[config.mk]
export PLATFORM = sky130hd
export DESIGN_NAME = hack_run_monitor
export DESIGN_NICKNAME = d
export VERILOG_FILES = /design/src/rtl/hack_run_monitor.sv
export SDC_FILE = /design/constraint.sdc
export NUM_CORES = 1
export LEC_CHECK = 0
export ABC_AREA = 1
export CAP_MARGIN = 15
export CELL_PAD_IN_SITES_DETAIL_PLACEMENT = 1
export CELL_PAD_IN_SITES_GLOBAL_PLACEMENT = 2
export CORE_MARGIN = 2
export CORE_UTILIZATION = 32
export DETAILED_ROUTE_END_ITERATION = 10
export HOLD_SLACK_MARGIN = 0.05
export PLACE_DENSITY_LB_ADDON = 0.1
export SYNTH_ARGS = -nofsm -noshare
export SYNTH_HDL_FRONTEND = slang
export SYNTH_SLANG_ARGS = --single-unit
[constraint.sdc]
create_clock -name i_clk -period 2.7 [get_ports i_clk]
set_clock_uncertainty 0.15 [all_clocks]
set_input_delay 0.54 -clock i_clk [delete_from_list [all_inputs] [get_ports i_clk]]
set_output_delay 0.54 -clock i_clk [all_outputs]
set_load 0.005 [all_outputs]
[src/rtl/hack_run_monitor.sv]
// Hack SoC run monitor: detects the terminating jump loop (or a timeout), then
// checks shadowed RAM locations against expected values and reports pass/fail.
module hack_run_monitor #(
    parameter int PC_W           = 15,
    parameter int ADDR_W         = 15,
    parameter int DATA_W         = 16,
    parameter int NUM_CHECK      = 4,
    parameter int IDX_W          = 2,
    parameter logic [NUM_CHECK*ADDR_W-1:0] CHECK_ADDRS = {15'd3, 15'd2, 15'd1, 15'd0},
    parameter logic [NUM_CHECK*DATA_W-1:0] EXP_VALUES  = {16'd0, 16'd0, 16'd0, 16'd30},
    parameter int HALT_CYCLES    = 8,
    parameter int TIMEOUT_CYCLES = 1024,
    parameter int CNT_W          = 32
) (
    input  logic              i_clk,
    input  logic              i_reset_n,
    input  logic              i_start,
    input  logic [PC_W-1:0]   i_pc,
    input  logic              i_writeM,
    input  logic [ADDR_W-1:0] i_addressM,
    input  logic [DATA_W-1:0] i_outM,
    output logic              o_busy,
    output logic              o_done,
    output logic              o_pass,
    output logic              o_timeout,
    output logic [IDX_W-1:0]  o_fail_idx,
    output logic [DATA_W-1:0] o_fail_value,
    output logic [CNT_W-1:0]  o_cycles
);

    localparam int LC_W = (HALT_CYCLES > 1) ? $clog2(HALT_CYCLES) : 1;
    localparam logic [LC_W-1:0]  HALT_LAST = LC_W'(HALT_CYCLES - 1);
    localparam logic [IDX_W-1:0] IDX_LAST  = IDX_W'(NUM_CHECK - 1);
    localparam logic [CNT_W-1:0] TMO_LAST  = CNT_W'(TIMEOUT_CYCLES - 1);

    typedef enum logic [1:0] {
        S_IDLE,
        S_RUN,
        S_CHECK,
        S_DONE
    } state_t;

    state_t              r_state;
    logic [DATA_W-1:0]   r_shadow [NUM_CHECK];
    logic [NUM_CHECK-1:0] r_valid;
    logic [PC_W-1:0]     r_pc_d1;
    logic [PC_W-1:0]     r_pc_d2;
    logic                r_v_d1;
    logic                r_v_d2;
    logic [LC_W-1:0]     r_loop_cnt;
    logic [IDX_W-1:0]    r_idx;

    logic                w_loop_hit;
    logic                w_halt;
    logic                w_tmo;
    logic [DATA_W-1:0]   w_cur_shadow;
    logic [DATA_W-1:0]   w_cur_exp;
    logic                w_mismatch;

    // A one-instruction loop repeats the previous PC; a two-instruction loop the one before.
    assign w_loop_hit   = (r_v_d1 && (i_pc == r_pc_d1)) || (r_v_d2 && (i_pc == r_pc_d2));
    assign w_halt       = w_loop_hit && (r_loop_cnt == HALT_LAST);
    assign w_tmo        = (o_cycles == TMO_LAST);
    assign w_cur_shadow = r_shadow[r_idx];
    assign w_cur_exp    = EXP_VALUES[int'(r_idx) * DATA_W +: DATA_W];
    assign w_mismatch   = !r_valid[r_idx] || (w_cur_shadow != w_cur_exp);

    always_ff @(posedge i_clk or negedge i_reset_n) begin
        if (!i_reset_n) begin
            r_state      <= S_IDLE;
            o_busy       <= 1'b0;
            o_done       <= 1'b0;
            o_pass       <= 1'b0;
            o_timeout    <= 1'b0;
            o_fail_idx   <= '0;
            o_fail_value <= '0;
            o_cycles     <= '0;
            r_valid      <= '0;
            for (int unsigned k = 0; k < NUM_CHECK; k++) r_shadow[k] <= '0;
            r_pc_d1      <= '0;
            r_pc_d2      <= '0;
            r_v_d1       <= 1'b0;
            r_v_d2       <= 1'b0;
            r_loop_cnt   <= '0;
            r_idx        <= '0;
        end else begin
            case (r_state)
                S_IDLE, S_DONE: begin
                    if (i_start) begin
                        r_state      <= S_RUN;
                        o_busy       <= 1'b1;
                        o_done       <= 1'b0;
                        o_pass       <= 1'b0;
                        o_timeout    <= 1'b0;
                        o_fail_idx   <= '0;
                        o_fail_value <= '0;
                        o_cycles     <= '0;
                        r_valid      <= '0;
                        for (int unsigned k = 0; k < NUM_CHECK; k++) r_shadow[k] <= '0;
                        r_v_d1       <= 1'b0;
                        r_v_d2       <= 1'b0;
                        r_loop_cnt   <= '0;
                        r_idx        <= '0;
                    end
                end
                S_RUN: begin
                    if (o_cycles != '1) o_cycles <= o_cycles + 1'b1;
                    for (int unsigned k = 0; k < NUM_CHECK; k++) begin
                        if (i_writeM && (i_addressM == CHECK_ADDRS[k*ADDR_W +: ADDR_W])) begin
                            r_shadow[k] <= i_outM;
                            r_valid[k]  <= 1'b1;
                        end
                    end
                    r_pc_d1    <= i_pc;
                    r_pc_d2    <= r_pc_d1;
                    r_v_d1     <= 1'b1;
                    r_v_d2     <= r_v_d1;
                    r_loop_cnt <= w_loop_hit ? r_loop_cnt + 1'b1 : '0;
                    // Halt takes priority over a coincident timeout.
                    if (w_halt) begin
                        r_state <= S_CHECK;
                        r_idx   <= '0;
                    end else if (w_tmo) begin
                        r_state   <= S_DONE;
                        o_busy    <= 1'b0;
                        o_done    <= 1'b1;
                        o_timeout <= 1'b1;
                    end
                end
                S_CHECK: begin
                    if (w_mismatch) begin
                        r_state      <= S_DONE;
                        o_busy       <= 1'b0;
                        o_done       <= 1'b1;
                        o_fail_idx   <= r_idx;
                        o_fail_value <= w_cur_shadow;
                    end else if (r_idx == IDX_LAST) begin
                        r_state <= S_DONE;
                        o_busy  <= 1'b0;
                        o_done  <= 1'b1;
                        o_pass  <= 1'b1;
                    end else begin
                        r_idx <= r_idx + 1'b1;
                    end
                end
                default: r_state <= S_IDLE;
            endcase
        end
    end

endmodule

# Word-level counts from Yosys, hierarchy flattened
# Cells that the tools add are included.
totals:
  input_bits: 50
  output_inout_bits: 54
  elab_cells: 140
  regBits: 161
op_classes:
  n_reduce_logical: 27
  n_addsub: 3
  n_mux: 56
  shifts: 1
  n_lt_le_gt_ge: 2
  n_eq_ne: 28
  n_bitwise: 1
ops:
  columns: ["cell", "n"]
  rows:
  - ["2-to-1 mux 16 bit", 8]
  - ["case mux 64 bit (2 select lines)", 1]
  - ["2-to-1 mux 32 bit", 2]
  - ["2-to-1 mux 64 bit", 1]
  - ["case mux 32 bit (2 select lines)", 1]
  - ["variable part select 64 x 7 -> 16 bit (first input constant)", 1]
  - ["adder 32 x 1 -> 32 bit (second input constant)", 1]
  - ["binary-select mux 16 bit (select 2 bit)", 1]
  - ["== test 32 x 10 -> 1 bit (second input constant)", 1]
  - ["!= test 32 bit (second input constant)", 1]
  - ["case mux 16 bit (2 select lines)", 1]
  - ["== test 15 bit", 2]
  - ["== test 15 x 2 -> 1 bit (second input constant)", 2]
  - ["!= test 2 bit (second input constant)", 13]
  - ["AND reduction 3 bit", 7]
  - ["2-to-1 mux 2 bit", 10]
  - ["2-to-1 mux 1 bit", 16]
  - ["!= test 16 bit", 1]
  - ["AND reduction 4 bit", 4]
  - ["== test 15 x 1 -> 1 bit (second input constant)", 1]
  - ["logical NOT 15 bit", 1]
  - ["case mux 2 bit (3 select lines)", 2]
  - ["case mux 1 bit (2 select lines)", 4]
  - ["case mux 4 bit (2 select lines)", 1]
  - ["other kinds (22)", 35]

# Longest topological paths before layout
depth:
  depth_word: 8
  depth_mapped: 17

# Worst setup path before layout
# Ideal clock, no wire load.
synth_timing:
  path_type: "reg-to-reg"
  startpoint: "register r_state[0]"
  endpoint: "register o_cycles[13]"
  path_stages_with_launch: 11
  slack_ps: 556
  t_arrival_ps: 1911
  n_path_buf: 1
  path_cell_list: "dfrtp_1 -> inv_1 -> ha_1 -> inv_1 -> nor2_1 -> nor2_1 -> nand2_1 -> inv_2 -> clkbuf_1 -> nand4_1 -> o21ai_0"
synth_via:
  elab_chain_len: 4
  word_cells_on_any_way: 9
  cone_classes: "eq/ne (4); mux (1); reduce/logical (4)"
synth_lines:
  columns: ["item", "line_no", "source"]
  rows:
  - ["from (decl)", "43", "state_t r_state;"]
  - ["from (signal assigned)", "70", "r_state <= S_IDLE;"]
  - ["from (signal assigned)", "90", "r_state <= S_RUN;"]
  - ["from (signal assigned)", "121", "r_state <= S_CHECK;"]
  - ["== test 2 bit or logical NOT 2 bit (tied branches)", "87", "case (r_state)"]
  - ["OR reduction 2 bit", "87", null]
  - ["!= test 2 bit (no source line) or nonzero test 2 bit (tied branches)", null, null]
  - ["AND reduction 3 bit (no source line)", null, null]
  - ["to (signal assigned)", "107", "if (o_cycles != '1) o_cycles <= o_cycles + 1'b1;"]
  - ["to (decl)", "28", "output logic [CNT_W-1:0] o_cycles"]
# Parallel ways exist; a longest one is shown, timed or not.
# A chain may end at the register's enable or synchronous reset.

# Worst setup path after layout
layout_timing:
  startpoint: "register o_cycles[0]"
  endpoint: "register o_cycles[8]"
layout_via:
  elab_chain_len: 3
  word_cells_on_any_way: 6
  cone_classes: "add/sub (1); eq/ne (2); mux (2); reduce/logical (1)"
layout_lines:
  columns: ["item", "line_no"]
  rows:
  - ["adder 32 x 1 -> 32 bit or != test 32 bit (tied branches)", "107"]
  - ["2-to-1 mux 32 bit or != test 2 bit (tied branches)", null]
  - ["case mux 32 bit (2 select lines) or AND reduction 3 bit (tied branches)", null]
# Parallel ways exist; a longest one is shown, timed or not. The select of a mux whose other input is x is not followed.

==> summary.txt <==
class of the most critical setup path: reg -> reg
HPWL Detailed: 19,050 um
initial antenna violation count: 0
Slew Limit Fails: 0
sequential area share after synthesis: 0.4758
status: complete, no violations
Skew-Pair Late Insertion Delay: 440 ps
power per unit of standard cell area: 1045 nW/um^2
maximum clock frequency: 417.8 MHz
met3 usage in global routing: 0.03042
Core Area: 25,980 sq um
worst relative slew slack: 0.6473
most common library cell in the layout ignoring fill and taps: nand2_1
library cell contributing the largest single delay on the critical path: dfrtp_1
wire per inst: 16.47 um
number of unique standard cell types used by synthesis: 35
effective utilization at floorplan: 0.3258
cell chain of the critical path: ha_1 > nand3_1 > inv_1 > nand2_1 > nor2_1 > nand2_1 > clkinv_1 > nand3b_1 > nand2_1 > inv_2 > nand2_1 > inv_1 > a21oi_1
yosys synthesis warning count: 0
worst path buffer plus inverter count: 4
Max Fanout on Critical Path: 6
count of unresolved DRC violations after routing: 0
routed wire length: 26,640 um
transition at the pin with the smallest max-transition slack: 529.0 ps
crit-path max cell delay: 440 ps
Worst setup SP type: register
met1 Track Usage GR: 0.2732
chip width: 166.7 um
number of endpoints with negative hold slack in the final report: 0
H-tree depth: 4
IO buf count: 103
Primary FF master, synth: dfrtp_1
most used cells in the layout excluding fill and tap cells: nand2_1, dfrtp_1, o21ai_0
met2 usage in global routing: 0.3390
Avg Inst Size Synth: 7.305 sq um
post-cts repair resize count: 0
worst min path class: reg -> reg
accumulated negative setup slack: 0 ps
count of mapped cells out of synthesis: 1,159
number of enable-type register cells in the synthesized netlist: 0
fraction of synthesis flops using an asynchronous set or reset pin: 1.000
Setup Buffers After CTS: 0
RSZ-0062 raised after global routing: false
routing layer with the top usage in global route: met2
Total Nets Final: 1,327
Mapped Nets: 1,216
most area-consuming cells after synthesis: dfrtp_1, nand2_1, o21ai_0
area added between synthesis and finish: 25.34%
netlist area before placement: 8467 sq um
Overall Global Routing Usage: 0.2017
shortest clock period the worst path allows after layout: 2393 ps
Die Y-Extent: 166.7 um
fraction of post-synthesis cell area in the top cell type by area: 0.4758
final setup vio count: 0
total of max-cap violations: 0
count of boundary I/O pins: 104
crit path DAT: 2600 ps
crit path capture type: register
die outline area: 27,780 sq um
cell type with the highest occurrence count on the critical path: nand2_1
Max clock buf depth: 2
layout cells sized above 1: 0.06157
number of storage elements in the synthesis netlist: 161
number of sinks handled by clock tree synthesis: 161
vias in the first global route: 8,295
clock-pin slew reported for the worst setup and hold paths after clock tree synthesis: 80 ps
Fin Hold WS: 322.8 ps
cts bufs inserted: 17
routed via count: 7,780
Post-CTS Hold Buffers: 1
first-pass GRT wire length: 44,570 um
static leakage power: 4.888 nW
routability congestion estimate from global placement: 0.8441
count of routing violations after the opening detailed-route iteration: 398
final clock period utilization by the worst path: 0.8864
pin count of the biggest net entering global routing: 55
number of nets with antenna violations after detailed routing: 0
clock root cell: clkbuf_16
Antenna diodes: 0
CTS tree: built
Avg Vias per Cell: 4.808
DR pass1 iterations: 5
family of cells with the greatest summed delay on the critical path: simple AND/OR/NAND/NOR gates
top cell type by total area after synthesis: dfrtp_1
maximum resistive drop on vdd: 0.6475 mV
Site Rows: 59
overflow left after global routing: 0
required time of the critical path: 2910 ps
worst paths after layout:
| check | depth (start not counted) | end | from | slack [ps] |
|---|---|---|---|---|
| worst min register to register | 2 | o_fail_value[10] | o_fail_value[10] | 320 |
| worst min-delay path | 2 | o_fail_value[10] | o_fail_value[10] | 320 |
| worst max-delay path | 13 | o_cycles[8] | o_cycles[0] | 310 |
| min in group asynchronous | 2 | o_fail_value[2] | i_reset_n | 470 |
| worst max register to register | 13 | o_cycles[8] | o_cycles[0] | 310 |
| max in group asynchronous | 3 | r_shadow[21] | i_reset_n | 1220 |
cells in the mapped netlist, types with 2 or more instances:
cell type / number
nor4_1: 2
a21oi_1: 10
nand2_2: 2
o21bai_1: 2
buf_6: 4
buf_4: 5
o21ai_0: 135
clkinv_1: 3
ha_1: 7
or2_2: 2
inv_4: 2
buf_2: 8
a32o_1: 2
xor2_1: 9
nand3_1: 81
nand4_1: 21
clkbuf_1: 24
buf_1: 3
nand3b_1: 2
o2111ai_1: 4
dfrtp_1: 161
inv_1: 97
o31ai_1: 9
nor2_1: 92
nor3_1: 19
nand2_4: 4
nand2_1: 441
worst min-delay path: cells and delay by family, from the launching register on:
family	cells	cell delay (ps)
flops	1	340
simple gates	2	100
power by group:
| group | leakage, nW | switching, W | total (W) | internal, W |
|---|---|---|---|---|
| registers | 2.15 | 0.000408 | 0.00350 | 0.00309 |
| clock network | 0.280 | 0.00117 | 0.00242 | 0.00125 |
| logic | 2.46 | 0.00346 | 0.00517 | 0.00171 |
logic make-up (layout without fill, tap and decap cells):
logic type,count (synthesis),after routing,synth area share
buffers and inverters,148,272,0.07448
AO/OA/AOI/OAI,163,163,0.1026
adder cells (fa/ha/maj),7,7,0.01034
flip-flops,161,161,0.4758
AND/OR/NAND/NOR,670,670,0.3264
XOR/XNOR,10,10,0.01035
stage by stage:
| stage | power, W | utilization | setup WS [ps] | instance area [sq um] | std cells |
|---|---|---|---|---|---|
| floorplan | 0.006698 | - | 556.0 | 8467 | 1159 |
| global placement | 0.008735 | 0.3859 | 87.96 | 10030 | 1585 |
| detailed placement | 0.008842 | 0.3859 | 57.58 | 10030 | 1585 |
| CTS | 0.01133 | 0.4084 | 233.5 | 10610 | 1618 |
| global route | 0.01212 | 0.4084 | 13.91 | 10610 | 1618 |
| finish | 0.01109 | 0.4084 | 306.8 | 10610 | 1618 |
metal layers:
| metal | vias to the layer above | share of wire |
|---|---|---|
| li1 | 3927 | - |
| met1 | 3739 | 0.48 |
| met2 | 97 | 0.48 |
| met3 | 17 | 0.028 |
| met4 | 0 | 0.011 |
| met5 | - | 0 |
cell type report:
class | count | area [sq um]
repair buffers | 137 | 1378
fillers | 3249 | 15370
well taps | 335 | 419.2
flip-flops and latches | 161 | 4029
multi-input cells | 850 | 3820
clock inverters | 14 | 136.4
clock buffers | 18 | 439.2
inverters | 103 | 391.6
flip-flops by register name, summed over array words and instances, names as in the netlist:
name / cells
r_shadow: 64
o_cycles: 32
o_fail_value: 16
r_pc_d1: 15
r_pc_d2: 15
r_valid: 4
r_loop_cnt: 3
o_fail_idx: 2
r_idx: 2
r_state: 2
o_busy: 1
o_done: 1
o_pass: 1
o_timeout: 1
r_v_d1: 1
r_v_d2: 1
Power figures use the tool's default switching activity.
